<file path="config.mk">
export PLATFORM = sky130hd
export DESIGN_NAME = csr_access_unit
export DESIGN_NICKNAME = d
export VERILOG_FILES = /design/src/rtl/csr_access_unit.sv
export SDC_FILE = /design/constraint.sdc
export NUM_CORES = 1
export LEC_CHECK = 0
export CORE_ASPECT_RATIO = 0.8
export CORE_MARGIN = 2
export CORE_UTILIZATION = 40
export CTS_CLUSTER_SIZE = 40
export DETAILED_ROUTE_END_ITERATION = 7
export MAX_ROUTING_LAYER = met4
export PLACE_DENSITY = 0.69
export SETUP_SLACK_MARGIN = 0.2
export SLEW_MARGIN = 20
export SYNTH_ARGS = -nofsm -noshare
export SYNTH_HDL_FRONTEND = slang
export SYNTH_SLANG_ARGS = --single-unit
</file>
<file path="constraint.sdc">
create_clock -name clk -period 3.05 [get_ports clk]
set_clock_uncertainty 0.15 [all_clocks]
set_input_delay 0.305 -clock clk [delete_from_list [all_inputs] [get_ports clk]]
set_output_delay 0.305 -clock clk [all_outputs]
set_load 0.01 [all_outputs]
</file>
<file path="src/rtl/csr_access_unit.sv">
`timescale 1ns/1ps
// csr_access_unit: sequences Zicsr read-modify-write accesses against the CSR file.
// Ports:
//   clk, rst (async, active-low)   clock and reset
//   start, funct3, csrAddress,     request strobe and operands, captured in IDLE
//   rs1Index, rs1Value, rdIndex
//   busy, done, illegal            status; illegal is valid with done
//   rdWriteEnable/Index/Data       rd writeback of the old CSR value, valid with done
//   csrRead*                       read strobe, address and returned data
//   csrWrite*                      write strobe, address and data
// Build option: define CSR_ACCESS_READONLY_CHECK_EN to flag writes to read-only CSRs
// (csrAddress[11:10]==2'b11) as illegal instead of issuing the write strobe.
module csr_access_unit #(
   parameter int CSR_READ_LATENCY = 1
) (
   input  logic        clk,
   input  logic        rst,
   input  logic        start,
   input  logic [2:0]  funct3,
   input  logic [11:0] csrAddress,
   input  logic [4:0]  rs1Index,
   input  logic [31:0] rs1Value,
   input  logic [4:0]  rdIndex,
   output logic        busy,
   output logic        done,
   output logic        illegal,
   output logic        rdWriteEnable,
   output logic [4:0]  rdWriteIndex,
   output logic [31:0] rdWriteData,
   output logic        csrReadEnable,
   output logic [11:0] csrReadAddress,
   input  logic [31:0] csrReadData,
   output logic        csrWriteEnable,
   output logic [11:0] csrWriteAddress,
   output logic [31:0] csrWriteData
);
   typedef enum logic [2:0] {IDLE, READ, WAIT, WRITE, DONE} state_t;
   state_t state, state_next;
   logic [2:0] f3;
   logic [11:0] addr;
   logic [4:0] idx, rd;
   logic [31:0] val, old_value, src, wdata;
   logic [1:0] cnt;
   logic in_bad, in_dr, in_dw, in_ill, bad, dr, dw, ill, last_wait;
   // {bad funct3, read intent, write intent}; RS/RC write intent follows the index/zimm, not the value
   function automatic logic [2:0] decode(input logic [2:0] f, input logic [4:0] i, input logic [4:0] r);
      logic rw;
      rw = f[1:0] == 2'b01;
      return {f[1:0] == 2'b00, !(rw && r == 5'd0), rw || i != 5'd0};
   endfunction
   assign {in_bad, in_dr, in_dw} = decode(funct3, rs1Index, rdIndex);
   assign {bad, dr, dw} = decode(f3, idx, rd);
`ifdef CSR_ACCESS_READONLY_CHECK_EN
   assign in_ill = in_bad || (csrAddress[11:10] == 2'b11 && in_dw);
   assign ill = bad || (addr[11:10] == 2'b11 && dw);
`else
   assign in_ill = in_bad;
   assign ill = bad;
`endif
   assign last_wait = cnt == 2'(CSR_READ_LATENCY - 1);
   assign src = f3[2] ? {27'b0, idx} : val;
   assign wdata = f3[1:0] == 2'b01 ? src : f3[1:0] == 2'b10 ? (old_value | src) : (old_value & ~src);
   always_ff @(posedge clk or negedge rst) begin
      if (!rst) begin
         state <= IDLE;
         f3 <= '0;
         addr <= '0;
         idx <= '0;
         val <= '0;
         rd <= '0;
         old_value <= '0;
         cnt <= '0;
      end else begin
         state <= state_next;
         if (state == IDLE && start) begin
            f3 <= funct3;
            addr <= csrAddress;
            idx <= rs1Index;
            val <= rs1Value;
            rd <= rdIndex;
            old_value <= '0;
            cnt <= '0;
         end
         if (state == WAIT) begin
            cnt <= cnt + 2'd1;
            if (last_wait) old_value <= csrReadData;
         end
      end
   end
   always_comb begin
      state_next = state;
      case (state)
         IDLE:  if (start) state_next = in_ill ? DONE : in_dr ? READ : WRITE;
         READ:  state_next = WAIT;
         WAIT:  if (last_wait) state_next = dw ? WRITE : DONE;
         WRITE: state_next = DONE;
         DONE:  state_next = IDLE;
         default: state_next = IDLE;
      endcase
   end
   assign busy = state != IDLE;
   assign done = state == DONE;
   assign illegal = done && ill;
   assign rdWriteEnable = done && dr && rd != 5'd0 && !ill;
   assign rdWriteIndex = done ? rd : 5'd0;
   assign rdWriteData = done ? old_value : 32'd0;
   assign csrReadEnable = state == READ;
   assign csrReadAddress = csrReadEnable ? addr : 12'd0;
   assign csrWriteEnable = state == WRITE;
   assign csrWriteAddress = csrWriteEnable ? addr : 12'd0;
   assign csrWriteData = csrWriteEnable ? wdata : 32'd0;
endmodule

</file>
Word level (Yosys, flattened, before mapping)
Cells that the tools add are included.
{"block": "word_totals", "reg_bits": 94, "inputBits": 92, "output_inout_bits": 99, "word_cells": 61}
{"block": "classes", "addsub": 1, "n_eq_ne": 9, "muxes": 19, "n_bitwise": 3, "reduce_logical": 21}
{"cell": "32-bit 2-to-1 mux", "count": 8}
{"cell": "32-bit AND", "count": 1}
{"cell": "32-bit NOT", "count": 1}
{"cell": "32-bit bitwise OR", "count": 1}
{"cell": "12-bit 2-to-1 mux", "count": 2}
{"cell": "3-bit 2-to-1 mux", "count": 4}
{"cell": "3-bit case mux with 4 select lines", "count": 1}
{"cell": "5-bit logical NOT", "count": 2}
{"cell": "5-bit nonzero test", "count": 2}
{"cell": "1-bit logical AND", "count": 7}
{"cell": "3-bit by 2-bit equality test with 1-bit output, second input constant", "count": 2}
{"cell": "2-bit logical NOT", "count": 3}
{"cell": "2-bit 2-to-1 mux", "count": 3}
{"cell": "5-bit 2-to-1 mux", "count": 1}
{"cell": "2-bit by 1-bit equality test with 1-bit output, second input constant", "count": 2}
{"cell": "2-bit inequality test, second input constant", "count": 2}
{"cell": "3-bit by 1-bit equality test with 1-bit output, second input constant", "count": 1}
{"cell": "3-bit equality test, second input constant", "count": 1}
{"cell": "3-bit logical NOT", "count": 1}
{"cell": "3-bit nonzero test", "count": 1}
{"cell": "2-bit by 1-bit adder with 2-bit output, second input constant", "count": 1}
{"cell": "2-bit equality test, second input constant", "count": 1}
{"cell": "1-bit logical NOT", "count": 2}
{"cell": "2-bit AND reduction", "count": 1}
{"cell": "2 further kinds", "count": 2}

Depth between registers and ports, before layout
Gate-level depths: netlist (run 1).
{"block": "logic_depth", "ltp_word": 6, "ltp_mapped": 7}

Worst setup path before layout (run 1)
No wires, ideal clock.
{"block": "synth_path", "kind": "register to output", "startpoint": "register f3[0]", "endpoint": "output csrWriteData[10]", "t_arrival_ps": 1456, "required_time_ps": 2595, "setup_slack_ps": 1139, "path_stages_with_launch": 7, "path_cell_list": "dfrtp_1 > clkbuf_1 > or2_2 > clkbuf_1 > buf_2 > mux2i_1 > a211oi_1"}
{"block": "synth_between", "elab_chain_cells": 4, "elab_cells_between_ends": 5, "cone_classes": "eq/ne (2); mux (3)"}
{"item": "from (decl)", "line_no": "39", "text": "logic [2:0] f3;"}
{"item": "from (signal assigned)", "line_no": "76", "text": "f3 <= funct3;"}
{"item": "2-bit equality test", "line_no": "62", "text": "assign wdata = f3[1:0] == 2'b01 ? src : f3[1:0] == 2'b10 ? (old_value | src) : (old_value & ~src);"}
{"item": "32-bit 2-to-1 mux", "line_no": "62"}
{"item": "32-bit 2-to-1 mux *", "line_no": "62"}
{"item": "32-bit 2-to-1 mux *", "line_no": "111", "text": "assign csrWriteData = csrWriteEnable ? wdata : 32'd0;"}
{"item": "to (decl)", "line_no": "35", "text": "output logic [31:0] csrWriteData"}
Mark *: on every way between the ends. The rest lies on a longest branch, timed or not.

Final worst setup path (run 1)
{"block": "layout_path", "startpoint": "register f3[1]", "endpoint": "output csrWriteData[14]"}
Same word-level chain as after synthesis.

==> results.json, run 1 <==
{
  "antenna_found_initial": 0,
  "p_leak_nw": 3.327,
  "syn-cell-area_um2": 5348,
  "fin_ws_ns": 0.2888,
  "synth_area_leaders": "dfrtp_1 44%, nand2_1 17%, and2_1 7.3%",
  "p_per_area_nw_per_um2": 893.3,
  "dp_slack_ns": 0.3304,
  "fmax_ghz": 0.3622,
  "h-tree-depth": 3,
  "nets": 898,
  "muxShareOfSynthArea_pct": 6.926,
  "drive_gt1_share_pct": 5.802,
  "diodes": 0,
  "synth_flop_cell": "dfrtp_1",
  "final-seq-area_um2": 2357,
  "grt_pass1_vias": 4902,
  "grt_setup_unrepaired": "no",
  "status": "complete, no violations",
  "ys_seq_area_share_pct": 43.99,
  "p_sw_mw": 2.839,
  "ys_warn_count": 0,
  "dr.pass1.iters": 6,
  "arrival_ns": 2.31,
  "start_util_pct": 41.25,
  "n_fill_cell": 1138,
  "worstSetupPathType": "reg -> out",
  "multi_input_area_um2": 2774,
  "postRouteAntennaNets": 0,
  "ys_async_sr_fraction_pct": 100.0,
  "yosys.area_share.simple_pct": 29.97,
  "hold_viol": 0,
  "die_w_um": 133.3,
  "dpl.hpwl_um": 11150,
  "vias_per_cell": 5.016,
  "seqPwrFrac_pct": 32.5,
  "cts_sinks": 94,
  "clk_latency_ns": 0.34,
  "yosysTopAreaCellShare_pct": 43.99,
  "synth_top_family_by_area": "simple AND/OR/NAND/NOR gates",
  "grt_max_degree": 90,
  "numCtsBuffers": 9,
  "final_common_cell": "nand2_1",
  "relSlewSlack_pct": 33.92,
  "power.share.combinational_pct": 49.8,
  "wire_per_inst_um": 16.40,
  "cts_tree": "built",
  "syn-num-nets": 731,
  "postSynthAreaPerCell_um2": 8.382,
  "endpoint_kind": "output port",
  "vias": 4941,
  "p_int_mw": 4.071,
  "wirelength_um": 16150,
  "crit_required_ns": 2.59,
  "track_usage_pct": 23.02,
  "path_clk_slew_ns": 0.07,
  "drc": 0,
  "worst_pin_slew_ns": 0.9912,
  "crit_fanout": 27,
  "core_um2": 12960,
  "cts_root_buf": "clkbuf_16",
  "setup_tns_ns": 0,
  "min_period_ns": 2.761,
  "synth_xor_area_share_pct": 5.241,
  "clockPowerShare_pct": 17.7,
  "portBuffers": 190,
  "power.share.switching_pct": 41.09,
  "vdd_drop_max_mv": 0.4793,
  "maxSlewViolCount": 0,
  "dieHeight_um": 107.4,
  "dieArea_um2": 14320,
  "synth-edff-count": 0,
  "io_pins": 191,
  "rows": 37,
  "clockBufferDepth": 2,
  "syn_inst": 638,
  "area_growth_syn_to_layout_pct": 44.64,
  "grt_pass1_wl_um": 25550,
  "drt_iter0_drc": 349,
  "synthDistinctLibCells": 35,
  "synth_adder_area_share_pct": 0.2340,
  "hp-class": "reg -> reg",
  "fin_crit_sh_pct": 90.53,
  "grt-ovfl-total": 0,
  "mostFrequentLayoutCells": "236 x nand2_1, 188 x clkdlybuf4s50_1, 90 x dfrtp_1",
  "crit_path_start_kind": "flop",
  "yosysTopAreaCell": "dfrtp_1",
  "synth_compound_area_share_pct": 8.680,
  "final-setup-viol-count": 0,
  "gp_congestion": 0.8529,
  "synth_seq_cells": 94,
  "max_cap_violations": 0
}
-- cell families (layout without fill, tap and decap cells) --
logic type      count (synthesis)  in the layout
simple gates                  347            348
buf+inv                        55            226
compound gates                 72             72
xor+xnor                       32             32
flops                          94             94
fa+ha+maj                       1              1
mux                            37             37
-- routing by layer --
metal | up-vias | GRT usage (%) | routed length (µm)
met2 | 145 | 36.01 | 7559
met3 | 10 | 4.708 | 922
met1 | 2395 | 31.08 | 7562
met4 | 0 | 5.395 | 108
li1 | 2391 | - | -
met5 | - | - | 0
-- layout make-up --
cell class,count,share of cell area [%]
Timing Repair Buffer,206,26.38
Sequential cell,94,30.48
Clock buffer,11,3.138
Clock inverter,5,1.068
Inverter,4,0.2426
Tap cell,175,2.831
Multi-Input combinational cell,490,35.86
-- registers in the layout, indices dropped and copies added, names as in the netlist --
register and count:
cnt 2, state 3, rd 5, idx 5, val 32, old_value 32, f3 3, addr 12
-- worst max-delay path, cell delays in order (launching register included) --
cell             delay [ns]
dfrtp_2                0.52
buf_6                  0.37
xnor2_1                0.12
a211oi_1               0.33
clkdlybuf4s50_1        0.61
-- cells in the mapped netlist (4+ instances only) --
| cell type | count |
|---|---|
| buf_6 | 4 |
| o21ai_0 | 33 |
| xnor2_1 | 27 |
| nor2b_1 | 29 |
| xor2_1 | 5 |
| a211oi_1 | 33 |
| and2_1 | 62 |
| clkbuf_1 | 24 |
| inv_1 | 4 |
| nor4_1 | 4 |
| dfrtp_1 | 94 |
| buf_2 | 23 |
| nand2_1 | 236 |
| mux2i_1 | 37 |
-- stage by stage --
stage	total power [mW]	area (µm²)	hold slack, ns	std cells	util (%)
finish	6.910	7735	0.3164	985	59.67
global placement	5.507	7360	0.2295	967	56.78
detailed placement	5.621	7360	0.2347	967	56.78
CTS	6.905	7709	0.3208	985	59.47
global route	7.407	7735	0.3373	985	59.67
floorplan	4.499	5348	-0.1406	638	-
-- final timing paths --
| check | depth (start not counted) | slack, ns | end | from |
|---|---|---|---|---|
| worst max-delay path | 4 | 0.29 | csrWriteData[14] | f3[1] |
| max in group asynchronous | 3 | 1.66 | val[26] | rst |
| worst min register to register | 2 | 0.32 | val[20] | val[20] |
| worst min-delay path | 2 | 0.32 | val[20] | val[20] |
| worst max register to register | 4 | 0.95 | old_value[13] | state[1] |
| min in group asynchronous | 2 | 0.39 | addr[2] | rst |
-- power by group through the flow --
stage / registers, mW / logic, mW / clock network, mW
CTS: 2.23 / 3.43 / 1.24
finish: 2.24 / 3.44 / 1.23
global placement: 2.21 / 3.30 / 0
floorplan: 2.03 / 2.46 / 0
detailed placement: 2.24 / 3.38 / 0
global route: 2.31 / 3.80 / 1.30
-- repair_timing --
action                                  in CTS  in global routing
hold buffers                                 1                  0
pin swaps                                    1                  0
buffers inserted                             0                  0
endpoints found under the setup margin      32                 25
resized for setup                            3                 10
hold endpoints to repair                    49                  0
cloned                                       1                  0
Power figures use the tool's default switching activity.
==> run 2: changes to the inputs <==
--- a/config.mk
+++ b/config.mk
@@ -8,11 +8,12 @@
 export CORE_ASPECT_RATIO = 0.8
 export CORE_MARGIN = 2
 export CORE_UTILIZATION = 40
-export CTS_CLUSTER_SIZE = 40
+export CTS_CLUSTER_SIZE = 24
 export DETAILED_ROUTE_END_ITERATION = 7
 export MAX_ROUTING_LAYER = met4
-export PLACE_DENSITY = 0.69
+export PLACE_DENSITY = 0.72
 export SETUP_SLACK_MARGIN = 0.2
+export SKIP_LAST_GASP = 1
 export SLEW_MARGIN = 20
 export SYNTH_ARGS = -nofsm -noshare
 export SYNTH_HDL_FRONTEND = slang
==> constraint.sdc (replaced) <==
create_clock -name clk -period 2.5 [get_ports clk]
set_clock_uncertainty 0.15 [all_clocks]
set_input_delay 0.25 -clock clk [delete_from_list [all_inputs] [get_ports clk]]
set_output_delay 0.25 -clock clk [all_outputs]
set_load 0.01 [all_outputs]
==> run 2 against run 1 <==
Non-clock buffer count grew 22. Die area is the same. Hold slack lost 0.088 ns. Global-route usage grew 1.4 points. Routed wire length grew 6.0%. Via count grew 2.9%. Sequential cell count is the same. Worst setup slack lost 0.28 ns. Core utilization grew 2.1 points. Critical path type unchanged. Critical endpoint is now csrWriteData[16]. Largest cell class unchanged.
==> results.json, run 2 (synthesis gave the netlist of run 1 again) <==
{
  "status": "complete, no violations",
  "min_period_ns": 2.491,
  "start_util_pct": 41.25,
  "nets": 920,
  "p_per_area_nw_per_um2": 1101,
  "grt_setup_unrepaired": "yes",
  "fmax_ghz": 0.4014,
  "die_w_um": 133.3,
  "crit_path_start_kind": "flop",
  "clk_latency_ns": 0.34,
  "max_cap_violations": 0,
  "endpoint_kind": "output port",
  "crit_fanout": 19,
  "crit_required_ns": 2.10,
  "portBuffers": 190,
  "path_clk_slew_ns": 0.07,
  "path_cells": "buf_12 > nor2b_2 > mux2i_1 > a211oi_1 > clkdlybuf4s50_1",
  "clockPowerShare_pct": 15.4,
  "grt_max_degree": 69,
  "antenna_found_initial": 1,
  "dpl.hpwl_um": 11340,
  "seqPwrFrac_pct": 30.5,
  "final_common_cell": "nand2_1",
  "dieArea_um2": 14320,
  "vias_per_cell": 5.047,
  "clockBufferDepth": 2,
  "wire_per_inst_um": 17.00,
  "drive_gt1_share_pct": 13.00,
  "final-setup-viol-count": 0,
  "grt_util_met1_pct": 31.35,
  "io_pins": 191,
  "worst_pin_slew_ns": 0.4459,
  "p_sw_mw": 3.656,
  "r2r_setup_slack_ns": 0.61,
  "drc": 0,
  "gp_congestion": 0.8433,
  "relSlewSlack_pct": 69.85,
  "p_leak_nw": 4.119,
  "hp-class": "in -> async",
  "holdWs_ns": 0.2281,
  "power.share.switching_pct": 41.47,
  "reg_top3": "old_value: 32 flops, val: 32 flops, addr: 12 flops",
  "hold_viol": 0,
  "cts_sinks": 94,
  "core_um2": 12960,
  "rows": 37,
  "h-tree-depth": 3,
  "wirelength_um": 17120,
  "grt-ovfl-total": 0,
  "power.share.combinational_pct": 54.1,
  "track_usage_pct": 24.45,
  "postRouteAntennaNets": 0,
  "n_fill_cell": 1159,
  "drt_iter0_drc": 405,
  "cts_tree": "built",
  "max_stage_delay_ns": 0.59,
  "p_int_mw": 5.161,
  "vdd_drop_max_mv": 0.5241,
  "numCtsBuffers": 9,
  "arrival_ns": 2.09,
  "area_growth_syn_to_layout_pct": 49.72,
  "worstSetupPathType": "reg -> out",
  "dr.pass1.iters": 4,
  "use_met3_pct": 5.650,
  "grt_pass1_wl_um": 26740,
  "vias": 5082,
  "use_met2_pct": 38.81,
  "dieHeight_um": 107.4,
  "fin_crit_sh_pct": 99.64,
  "maxSlewViolCount": 0,
  "cts_root_buf": "clkbuf_16",
  "top_usage_layer": "met2",
  "mostFrequentLayoutCells": "236 x nand2_1, 92 x clkdlybuf4s50_1, 91 x dfrtp_1",
  "setup_tns_ns": 0,
  "grt_pass1_vias": 5054,
  "cp_slowest_cell": "clkdlybuf4s50_1",
  "post-route-util_pct": 61.77
}
## run 2: layout make-up
type	count	area, µm²	share of cell area [%]
clock buffer	11	242.7	3.032
sequential	94	2356	29.43
antenna	1	2.502	0.03125
timing repair inverter	1	7.507	0.09376
timing repair buffer	228	2251	28.11
tap	175	219.0	2.735
clock inverter	4	47.55	0.5938
multi-input combinational	489	2861	35.74
inverter	4	18.77	0.2344
## run 2: stage by stage
step | instance area (µm²) | total power [mW] | instances | setup slack, ns
detailed placement | 7455 | 7.043 | 973 | 0.2017
CTS | 7909 | 8.696 | 1001 | -0.07128
finish | 8006 | 8.817 | 1007 | 0.008943
global route | 8006 | 9.438 | 1007 | -0.07642
global placement | 7455 | 6.852 | 973 | 0.2779
floorplan | 5348 | 5.488 | 638 | 0.6436
## run 2: repair_timing
item / in CTS / in global routing
buffers inserted: 7 / 5
endpoints found under the hold margin: 29 / 0
hold buffers: 1 / 0
pin swaps: 2 / 1
endpoints found under the setup margin: 97 / 56
resized for setup: 115 / 78
gates cloned: 5 / 0
## run 2: worst paths after layout
| kind | cells past startpoint | start | endpoint |
|---|---|---|---|
| max in group asynchronous | 3 | rst | state[1] |
| hold / removal | 2 | rst | addr[2] |
| hold reg to reg | 2 | val[24] | val[24] |
| setup reg to reg | 5 | state[2] | old_value[10] |
| setup / recovery | 5 | f3[2] | csrWriteData[16] |
| min in group clk | 3 | csrAddress[2] | addr[2] |
## run 2: power groups by stage
stage                     sequential (mW)  clock (mW)  combinational (mW)
final                                2.69        1.36                4.77
after global routing                 2.76        1.46                5.21
after CTS                            2.68        1.39                4.62
after detailed placement             2.69           0                4.35
after global placement               2.66           0                4.19
after floorplan                      2.48           0                3.01
## run 2: critical path, delay by kind of cell (launching register included)
family,cells,cell delay [ns]
flip-flops,1,0.40
AO/OA/AOI/OAI,1,0.29
AND/OR/NAND/NOR,1,0.18
multiplexers,1,0.10
buffers and inverters,2,0.76
## run 2: metal layers
metal | wire, µm | share of wire, %
met5 | 0 | 0
met4 | 288 | 1.7
met3 | 1225 | 7.2
met2 | 7952 | 46
met1 | 7650 | 45
==> run 3: changes to the inputs <==
--- a/config.mk
+++ b/config.mk
@@ -5,6 +5,7 @@
 export SDC_FILE = /design/constraint.sdc
 export NUM_CORES = 1
 export LEC_CHECK = 0
+export CAP_MARGIN = 20
 export CORE_ASPECT_RATIO = 0.8
 export CORE_MARGIN = 2
 export CORE_UTILIZATION = 40
==> results of run 3 <==
No change in the layout: final DEF, timing and power equal those of run 2.
